File: src/rtl/bexkat2_intunit_if.sv
// bexkat2_intunit_if: start/done handshake, operands and results of the integer unit.
interface bexkat2_intunit_if #(parameter int WIDTH = 32);
    logic             start_i;
    logic [3:0]       func_i;
    logic [WIDTH-1:0] a_i;
    logic [WIDTH-1:0] b_i;
    logic             busy_o;
    logic             done_o;
    logic [WIDTH-1:0] out_o;
    logic [WIDTH-1:0] outx_o;
    logic             dbz_o;
    modport slave (input start_i, func_i, a_i, b_i, output busy_o, done_o, out_o, outx_o, dbz_o);
    modport master (output start_i, func_i, a_i, b_i, input busy_o, done_o, out_o, outx_o, dbz_o);
endinterface

File: src/rtl/bexkat2_intunit.sv
// bexkat2_intunit: radix-2 iterative multiply/divide plus unary ops for the bexkat2 CPU.
module bexkat2_intunit #(parameter int WIDTH = 32) (
    input logic clk_i,
    input logic rst_i,
    bexkat2_intunit_if.slave bus
);
    localparam int CW = $clog2(WIDTH + 1);
    typedef enum logic [1:0] {S_IDLE, S_RUN, S_FIX} state_t;
    state_t state_q, state_d;
    logic [3:0] func_q, func_d;
    logic [WIDTH-1:0] a_q, a_d, b_q, b_d, acc_q, acc_d, lo_q, lo_d;
    logic [WIDTH-1:0] out_q, out_d, outx_q, outx_d;
    logic dbz_q, dbz_d, done_q, done_d;
    logic [CW-1:0] cnt_q, cnt_d;
    logic [WIDTH-1:0] amag_i, bmag, dsub, quo, rem, ext, extb;
    logic [WIDTH:0] msum, drem;
    logic [2*WIDTH-1:0] prod_c;
    logic dge, sa, sb, b_zero;
    function automatic logic f_mul(input logic [3:0] f);
        return f inside {4'd0, 4'd3, 4'd6, 4'd7};
    endfunction
    function automatic logic f_div(input logic [3:0] f);
        return f inside {4'd1, 4'd2, 4'd4, 4'd5};
    endfunction
    function automatic logic f_sgn(input logic [3:0] f);
        return f inside {4'd0, 4'd1, 4'd2, 4'd6};
    endfunction
    function automatic logic f_mod(input logic [3:0] f);
        return f inside {4'd2, 4'd5};
    endfunction
    // Iterations run on magnitudes; signs are reapplied from the latched raw operands in FIX.
    always_comb begin
        amag_i = (f_sgn(bus.func_i) && bus.a_i[WIDTH-1]) ? -bus.a_i : bus.a_i;
        sa = f_sgn(func_q) && a_q[WIDTH-1];
        sb = f_sgn(func_q) && b_q[WIDTH-1];
        bmag = sb ? -b_q : b_q;
        b_zero = b_q == '0;
        msum = {1'b0, acc_q} + (lo_q[0] ? {1'b0, bmag} : '0);
        drem = {acc_q, lo_q[WIDTH-1]};
        dge = drem >= {1'b0, bmag};
        dsub = drem[WIDTH-1:0] - bmag;
        prod_c = (sa ^ sb) ? -{acc_q, lo_q} : {acc_q, lo_q};
        quo = (sa ^ sb) ? -lo_q : lo_q;
        rem = sa ? -acc_q : acc_q;
        ext = WIDTH'($signed(a_q[15:0]));
        extb = WIDTH'($signed(a_q[7:0]));
    end
    always_comb begin
        state_d = state_q;
        func_d = func_q;
        a_d = a_q;
        b_d = b_q;
        acc_d = acc_q;
        lo_d = lo_q;
        cnt_d = cnt_q;
        out_d = out_q;
        outx_d = outx_q;
        dbz_d = dbz_q;
        done_d = state_q == S_FIX;
        if (state_q == S_IDLE && bus.start_i) begin
            func_d = bus.func_i;
            a_d = bus.a_i;
            b_d = bus.b_i;
            acc_d = '0;
            lo_d = amag_i;
            cnt_d = CW'(WIDTH);
            state_d = (f_mul(bus.func_i) || (f_div(bus.func_i) && bus.b_i != '0)) ? S_RUN : S_FIX;
        end else if (state_q == S_RUN) begin
            acc_d = f_mul(func_q) ? msum[WIDTH:1] : (dge ? dsub : drem[WIDTH-1:0]);
            lo_d = f_mul(func_q) ? {msum[0], lo_q[WIDTH-1:1]} : {lo_q[WIDTH-2:0], dge};
            cnt_d = cnt_q - CW'(1);
            state_d = (cnt_q == CW'(1)) ? S_FIX : S_RUN;
        end else if (state_q == S_FIX) begin
            out_d = f_mul(func_q) ? prod_c[WIDTH-1:0] :
                    f_div(func_q) ? (b_zero ? (f_mod(func_q) ? a_q : '1) : (f_mod(func_q) ? rem : quo)) :
                    func_q == 4'd8 ? ext :
                    func_q == 4'd9 ? extb :
                    func_q == 4'd10 ? ~a_q :
                    func_q == 4'd11 ? -a_q : '0;
            outx_d = f_mul(func_q) ? prod_c[2*WIDTH-1:WIDTH] : '0;
            dbz_d = f_div(func_q) && b_zero;
            state_d = S_IDLE;
        end
    end
    always_ff @(posedge clk_i) begin
        if (rst_i) begin
            state_q <= S_IDLE;
            func_q <= '0;
            a_q <= '0;
            b_q <= '0;
            acc_q <= '0;
            lo_q <= '0;
            cnt_q <= '0;
            out_q <= '0;
            outx_q <= '0;
            dbz_q <= 1'b0;
            done_q <= 1'b0;
        end else begin
            state_q <= state_d;
            func_q <= func_d;
            a_q <= a_d;
            b_q <= b_d;
            acc_q <= acc_d;
            lo_q <= lo_d;
            cnt_q <= cnt_d;
            out_q <= out_d;
            outx_q <= outx_d;
            dbz_q <= dbz_d;
            done_q <= done_d;
        end
    end
    assign bus.busy_o = state_q != S_IDLE;
    assign bus.done_o = done_q;
    assign bus.out_o = out_q;
    assign bus.outx_o = outx_q;
    assign bus.dbz_o = dbz_q;
endmodule

File: src/flat_wrapper.sv
// flat-port wrapper written by rule: the top's interface ports become plain ports
module bexkat2_intunit_flat 
#(parameter int WIDTH = 32)
  (clk_i, rst_i, bus_start_i, bus_func_i, bus_a_i, bus_b_i, bus_busy_o, bus_done_o, bus_out_o, bus_outx_o, bus_dbz_o);
  bexkat2_intunit_if #(.WIDTH(WIDTH)) bus_i ();
  input logic clk_i;
  input logic rst_i;
  input wire logic [$bits(bus_i.start_i)-1:0] bus_start_i;
  input wire logic [$bits(bus_i.func_i)-1:0] bus_func_i;
  input wire logic [$bits(bus_i.a_i)-1:0] bus_a_i;
  input wire logic [$bits(bus_i.b_i)-1:0] bus_b_i;
  output wire logic [$bits(bus_i.busy_o)-1:0] bus_busy_o;
  output wire logic [$bits(bus_i.done_o)-1:0] bus_done_o;
  output wire logic [$bits(bus_i.out_o)-1:0] bus_out_o;
  output wire logic [$bits(bus_i.outx_o)-1:0] bus_outx_o;
  output wire logic [$bits(bus_i.dbz_o)-1:0] bus_dbz_o;
  assign bus_i.start_i = bus_start_i;
  assign bus_i.func_i = bus_func_i;
  assign bus_i.a_i = bus_a_i;
  assign bus_i.b_i = bus_b_i;
  assign bus_busy_o = bus_i.busy_o;
  assign bus_done_o = bus_i.done_o;
  assign bus_out_o = bus_i.out_o;
  assign bus_outx_o = bus_i.outx_o;
  assign bus_dbz_o = bus_i.dbz_o;
  bexkat2_intunit #(.WIDTH(WIDTH)) u_core (.clk_i(clk_i), .rst_i(rst_i), .bus(bus_i));
endmodule
File: config.mk
export PLATFORM = sky130hd
export DESIGN_NAME = bexkat2_intunit_flat
export DESIGN_NICKNAME = d
export VERILOG_FILES = /design/src/rtl/bexkat2_intunit_if.sv /design/src/rtl/bexkat2_intunit.sv /design/src/flat_wrapper.sv
export SDC_FILE = /design/constraint.sdc
export NUM_CORES = 1
export LEC_CHECK = 0
export BUFFER_PORTS_ARGS = -buffer_cell sky130_fd_sc_hd__buf_2
export CAP_MARGIN = 0
export CORE_MARGIN = 4
export CORE_UTILIZATION = 40
export CTS_BUF_LIST = sky130_fd_sc_hd__clkbuf_4
export DETAILED_ROUTE_END_ITERATION = 10
export GPL_ROUTABILITY_DRIVEN = 0
export PLACE_DENSITY = 0.56
export SETUP_SLACK_MARGIN = 0.5
export SYNTH_ARGS = -nofsm -noshare
export SYNTH_HDL_FRONTEND = slang
export SYNTH_SLANG_ARGS = --single-unit
File: constraint.sdc
create_clock -name clk_i -period 5.67 [get_ports clk_i]
set_input_delay 0.2835 -clock clk_i [delete_from_list [all_inputs] [get_ports clk_i]]
set_output_delay 0.2835 -clock clk_i [all_outputs]
set_load 0.1 [all_outputs]
* Word level (Yosys, flattened, before mapping)
Cells that the tools add are included.
Cells by class: add/subtract/negate cells 9, $lt $le $gt $ge 1, equality and inequality tests 21, muxes and demuxes 28, bitwise gates (word level) 4, reductions and logical operators 24
Operators with widths (count):
- 32-bit two-way mux | 20
- 32-bit negator | 5
- 64-bit two-way mux | 1
- 64-bit negator | 1
- 32-bit by 33-bit adder with 33-bit output | 1
- 33-bit by 32-bit greater-or-equal comparator with 1-bit output | 1
- 4-bit by 3-bit equality test with 1-bit output (second input constant) | 8
- 32-bit zero test | 1
- 32-bit NOT | 1
- 32-bit nonzero test | 1
- 32-bit subtractor | 1
- 4-bit nonzero test | 6
- 4-bit by 2-bit equality test with 1-bit output (second input constant) | 4
- 4-bit equality test (second input constant) | 4
- 6-bit two-way mux | 2
- 2-bit two-way mux | 5
- 4-bit by 1-bit equality test with 1-bit output (second input constant) | 2
- 4-bit zero test | 2
- 6-bit by 1-bit equality test with 1-bit output (second input constant) | 1
- 1-bit logical AND | 6
- 2-bit nonzero test | 3
- 6-bit by 1-bit subtractor with 6-bit output (second input constant) | 1
- 3-bit AND reduction | 1
- 3-bit nonzero test | 1
- 7 further kinds | 8
Word-level totals: bits in registers 206, bits of input ports 71, output and inout bits 67, logic and storage cells 99

* Longest topological paths before layout
depth after elaboration 9, gate-level depth with buffers 21, gate-level depth less buffers 19

* Worst setup path after synthesis
No wires, ideal clock.
path type reg2reg, start register u_core.b_q[6], end register u_core.acc_q[16], library setup time 0.132 ns, arrival time 4.377 ns, data required time 5.538 ns, setup slack 1.161 ns, cell stages (with the launch flop) 21, path buffers 3, period minus slack after synthesis 4.509 ns, cells stage by stage dfxtp_1 or4_1 nor4_2 nand3_1 nor3_1 nand2_1 nor2_1 a21oi_1 xnor2_1 ha_1 clkbuf_1 nand4_1 nor4_1 nand2_1 a31oi_1 or2_1 buf_4 buf_4 mux2_2 o21ai_0 a21oi_1
On the way: word-level cells in the longest chain between the ends 5, elaborated cells on any way between the ends 8, classes of those cells 3 x add/sub; 1 x order compare; 4 x mux
Ends and longest elaborated chain:
- start, declared | line bexkat2_intunit.sv:11 | logic [WIDTH-1:0] a_q, a_d, b_q, b_d, acc_q, acc_d, lo_q, lo_d;
- start signal, assigned | line bexkat2_intunit.sv:90 | b_q <= '0;
- start signal, assigned | line bexkat2_intunit.sv:102 | b_q <= b_d;
- 32-bit negator | line bexkat2_intunit.sv:36 | bmag = sb ? -b_q : b_q;
- 32-bit two-way mux (*) | line bexkat2_intunit.sv:36
- 32-bit two-way mux, or another cell as far along | line bexkat2_intunit.sv:38 | msum = {1'b0, acc_q} + (lo_q[0] ? {1'b0, bmag} : '0);
- 32-bit by 33-bit adder with 33-bit output / 32-bit two-way mux (equally long branches) | line bexkat2_intunit.sv:38, bexkat2_intunit.sv:69
- 32-bit two-way mux (*) | line bexkat2_intunit.sv:69 | acc_d = f_mul(func_q) ? msum[WIDTH:1] : (dge ? dsub : drem[WIDTH-1:0]);
- end signal, assigned | line bexkat2_intunit.sv:91 | acc_q <= '0;
- end signal, assigned | line bexkat2_intunit.sv:103 | acc_q <= acc_d;
- end, declared | line bexkat2_intunit.sv:11
Mark *: on every way between the ends. The rest lies on a longest branch, timed or not. A chain may end at the register's enable or synchronous reset.

* Worst setup path in the final report
start register u_core.func_q[1], end register u_core.acc_q[30]
On the way: word-level cells in the longest chain between the ends 7, elaborated cells on any way between the ends 16, classes of those cells 2 x add/sub; 1 x order compare; 5 x eq/ne; 4 x mux; 4 x reduce/logical
Ends and longest elaborated chain:
- start, declared | line bexkat2_intunit.sv:10 | logic [3:0] func_q, func_d;
- start signal, assigned | line bexkat2_intunit.sv:100 | func_q <= func_d;
- 4-bit by 1-bit equality test with 1-bit output, or another cell as far along | line bexkat2_intunit.sv:26 | return f inside {4'd0, 4'd1, 4'd2, 4'd6};
- 4-bit nonzero test | line bexkat2_intunit.sv:26
- 1-bit logical AND | line bexkat2_intunit.sv:35 | sb = f_sgn(func_q) && b_q[WIDTH-1];
- 32-bit two-way mux | line bexkat2_intunit.sv:36
- 32-bit two-way mux, or another cell as far along | line bexkat2_intunit.sv:38
- 32-bit by 33-bit adder with 33-bit output / 32-bit two-way mux (equally long branches) | line bexkat2_intunit.sv:38, bexkat2_intunit.sv:69
- 32-bit two-way mux (*) | line bexkat2_intunit.sv:69
Marks and branches as above.

==> run metrics <==
post-synth net total=2,534; fraction of the yosys area taken by sequential cells=24.35%; number of antenna-violating nets in the routed design=0; floorplan die area=0.04570 sq mm; Core Box Area=0.04195 sq mm; maximum number of pins on one net before global-route repair=73; HP Start=bus_start_i; number of global-route vias before repair=17,590; count of warnings emitted by yosys=0; overall routing resource usage=28.63%; maximum buffer depth of the clock tree=3; Post-Synthesis Cell Area=0.01694 sq mm; synthesized area divided by synthesized cell count=7.086 sq um; initial antenna violation count=3; max-capacitance violation count=0; total design power=5.257 mW; std cell rows=75; max-slew headroom at the worst pin=16.00%; clock tree from TritonCTS=built; startpoint-to-endpoint class of the critical path=reg2reg; number of setup violations in the final report=0; Port-buffer cells=137; peak supply drop=0.1377 mV; leakage power=7.977 nW; maximum fanout count along the critical path=17; Inserted Clock Buffers=66; number of enable-type register cells in the synthesized netlist=0; detailed-route wire length per cell=21.47 microns; Die Ht=213.8 microns; count of routing violations after the opening detailed-route iteration=1,975; setup fix buffers added after clock tree synthesis=0; number of hold-slack violations in the final timing report=0; leading cell type in the layout, fill and taps excluded=sky130_fd_sc_hd__nand2_1; async set-or-reset flop fraction in the synthesized netlist=0%; data arrival time at the worst-slack endpoint=5680 ps; clock sink total=206; required time worst endpoint=6370 ps; run status=finished clean; minimum clock period after layout=4984 ps; flops & latches, synth=206; Post-Route Skew=98.00 ps; kind of path behind the tightest hold check=in2reg; count of distinct cell types in the synthesized netlist=89; total power divided by cell area=264.1 mW/mm^2; count of nets after finishing=2,709; number of remaining DRC errors=0; count of final max-slew check failures=0; global-route wire length before repair=102,800 microns; via count=18,950; CTS clock-pin slew for the worst setup and hold paths=70 ps; unrepaired setup endpoints after global routing=yes; cell chosen for the clock root=sky130_fd_sc_hd__clkbuf_4; PnR worst setup slack=685.9 ps; most frequent cells in the layout=sky130_fd_sc_hd__nand2_1, sky130_fd_sc_hd__a21oi_1, sky130_fd_sc_hd__nor2_1; final sum of negative setup slack=0 ps; Worst-Skew Late Latency=830 ps; sum of net half-perimeters after detailed placement=49,590 microns; transition at the pin with the smallest max-transition slack=1259 ps; Initial Utilization=40.38%; number of top-level design ports=138; Detailed Routing Iterations Pass 1=6; die width=213.8 microns; post-route clock period utilization=87.90%; Achievable Freq=200.6 MHz; Vias/cell=6.027; Remaining Overflow, GRT=0; P&R area growth vs syn=17.53%; Setup crit start kind=register; worst slack at placement=462.0 ps; FF-to-FF Start=u_core.func_q[1]$_SDFFE_PP0P_; level count of the clock H-tree=3; beginning of the critical path=u_core.func_q[1]$_SDFFE_PP0P_; Main synth FF type=sky130_fd_sc_hd__dfxtp_1; final wirelength=67,520 microns; number of instances in the synthesized netlist=2,390; CP Capture Type=register; ratio of cells with drive above 1 in the final layout=12.98%
[layout make-up]
class	instances	area [sq um]
multi-input combinational	1976	12140
clock inverter	16	117.6
inverter	36	135.1
timing repair buffer	279	2024
fill	4287	22040
sequential	206	4124
antenna	2	5.005
clock buffer	91	683.2
tap	539	674.4
[metrics by stage]
stage          std cells  util [%]  hold WS (ps)  cell area (sq um)
2_1_floorplan       2390         -         401.8              16940
3_3_place_gp        2931     42.80         433.7              17950
3_5_place_dp        2931     42.80         441.1              17950
4_1_cts             3143     47.22         124.3              19810
5_1_grt             3144     47.45         211.8              19900
6_report            3145     47.45         195.4              19910
[layer usage]
layer / track usage (%) / part of all wire [%]
met1: 39.79 / 44
met4: 11.41 / 3.9
met3: 6.408 / 9.3
met2: 43.15 / 43
met5: 0 / 0.040
[synth_stat cells, types with 7 or more instances]
master,count,area (sq um)
sky130_fd_sc_hd__a211o_1,8,70.07
sky130_fd_sc_hd__nor2b_1,14,87.58
sky130_fd_sc_hd__and2_1,15,93.84
sky130_fd_sc_hd__a22oi_1,16,120.1
sky130_fd_sc_hd__nor4_1,28,175.2
sky130_fd_sc_hd__nand4_1,12,75.07
sky130_fd_sc_hd__inv_1,36,135.1
sky130_fd_sc_hd__a21oi_1,288,1441
sky130_fd_sc_hd__o211ai_1,14,105.1
sky130_fd_sc_hd__nand2b_1,23,143.9
sky130_fd_sc_hd__o221ai_1,8,70.07
sky130_fd_sc_hd__nand3_1,35,175.2
sky130_fd_sc_hd__or4_1,11,82.58
sky130_fd_sc_hd__a31oi_1,28,175.2
sky130_fd_sc_hd__nand3b_1,7,52.55
sky130_fd_sc_hd__a21o_1,39,292.8
sky130_fd_sc_hd__xnor2_1,125,1095
sky130_fd_sc_hd__a221oi_1,8,70.07
sky130_fd_sc_hd__or3_1,19,118.9
sky130_fd_sc_hd__nor2_1,216,810.8
sky130_fd_sc_hd__ha_1,71,888.4
sky130_fd_sc_hd__dfxtp_1,206,4124
sky130_fd_sc_hd__nand2_1,383,1438
sky130_fd_sc_hd__a211oi_1,85,638.1
sky130_fd_sc_hd__and3_1,11,68.82
sky130_fd_sc_hd__o21ai_0,147,735.7
sky130_fd_sc_hd__mux2i_1,8,80.08
sky130_fd_sc_hd__o41ai_1,13,113.9
sky130_fd_sc_hd__xor2_1,92,805.8
sky130_fd_sc_hd__nor3_1,61,305.3
sky130_fd_sc_hd__o22ai_1,17,106.4
sky130_fd_sc_hd__o31ai_1,32,240.2
sky130_fd_sc_hd__o21a_1,10,75.07
sky130_fd_sc_hd__buf_1,9,33.78
sky130_fd_sc_hd__clkbuf_1,159,596.8
sky130_fd_sc_hd__o21bai_1,9,67.56
sky130_fd_sc_hd__mux2_2,10,112.6
[state kept, by name, summed over array words and instances (netlist names)]
name               cells
u_core.a_q            32
u_core.acc_q          32
u_core.b_q            32
u_core.bus.out_o      32
u_core.bus.outx_o     32
u_core.lo_q           32
u_core.cnt_q           6
u_core.func_q          4
u_core.state_q         2
u_core.bus.dbz_o       1
u_core.bus.done_o      1
[where the power goes]
group | total [mW] | leakage [nW] | switching [mW] | internal, mW
Clock | 1.54 | 0.472 | 0.721 | 0.822
Sequential | 1.70 | 1.68 | 0.166 | 1.54
Combinational | 2.01 | 5.82 | 1.31 | 0.699
Total | 5.26 | 7.98 | 2.20 | 3.06
[cell families after synthesis]
family | count (synthesis) | synth area share, %
muxes | 18 | 1.138
xor gates and xnor gates | 217 | 11.22
and+or+nand+nor | 874 | 23.70
AOI/OAI and AO/OA | 794 | 29.43
adders and majority gates | 73 | 5.482
DFF | 206 | 24.35
buffers and inverters | 208 | 4.684
[worst max-delay path, cell delays in order, from the launching register on]
cell	delay (ps)
sky130_fd_sc_hd__dfxtp_1	360
sky130_fd_sc_hd__buf_4	230
sky130_fd_sc_hd__nor2b_1	70
sky130_fd_sc_hd__nor3_1	260
sky130_fd_sc_hd__buf_4	220
sky130_fd_sc_hd__and2_2	280
sky130_fd_sc_hd__nand2_1	120
sky130_fd_sc_hd__xor2_2	300
sky130_fd_sc_hd__ha_1	350
sky130_fd_sc_hd__a211oi_1	420
sky130_fd_sc_hd__o31ai_2	160
sky130_fd_sc_hd__a221o_1	450
sky130_fd_sc_hd__a221o_1	390
sky130_fd_sc_hd__o21ai_1	200
sky130_fd_sc_hd__nand3_1	220
sky130_fd_sc_hd__a41oi_1	310
sky130_fd_sc_hd__xnor2_1	150
sky130_fd_sc_hd__o221ai_1	150
sky130_fd_sc_hd__o31ai_1	290
[final timing paths]
check                                                     endpoint  slack [ps]  cells past startpoint
worst max-delay path                 u_core.acc_q[30]$_SDFFE_PP0P_         690                     18
worst max register to register       u_core.acc_q[30]$_SDFFE_PP0P_         690                     18
worst min-delay path                  u_core.lo_q[29]$_SDFFE_PP0P_         200                      3
worst min register to register  u_core.bus.outx_o[13]$_SDFFE_PP0P_         450                      2
[timing repair]
action	4_1_cts	5_1_grt
hold buffers	105	0
hold endpoints to repair	103	0
pin swaps	0	1
endpoints found under the setup margin	2	30
resized for setup	2	18
gates cloned	0	0
Power figures use the tool's default switching activity.
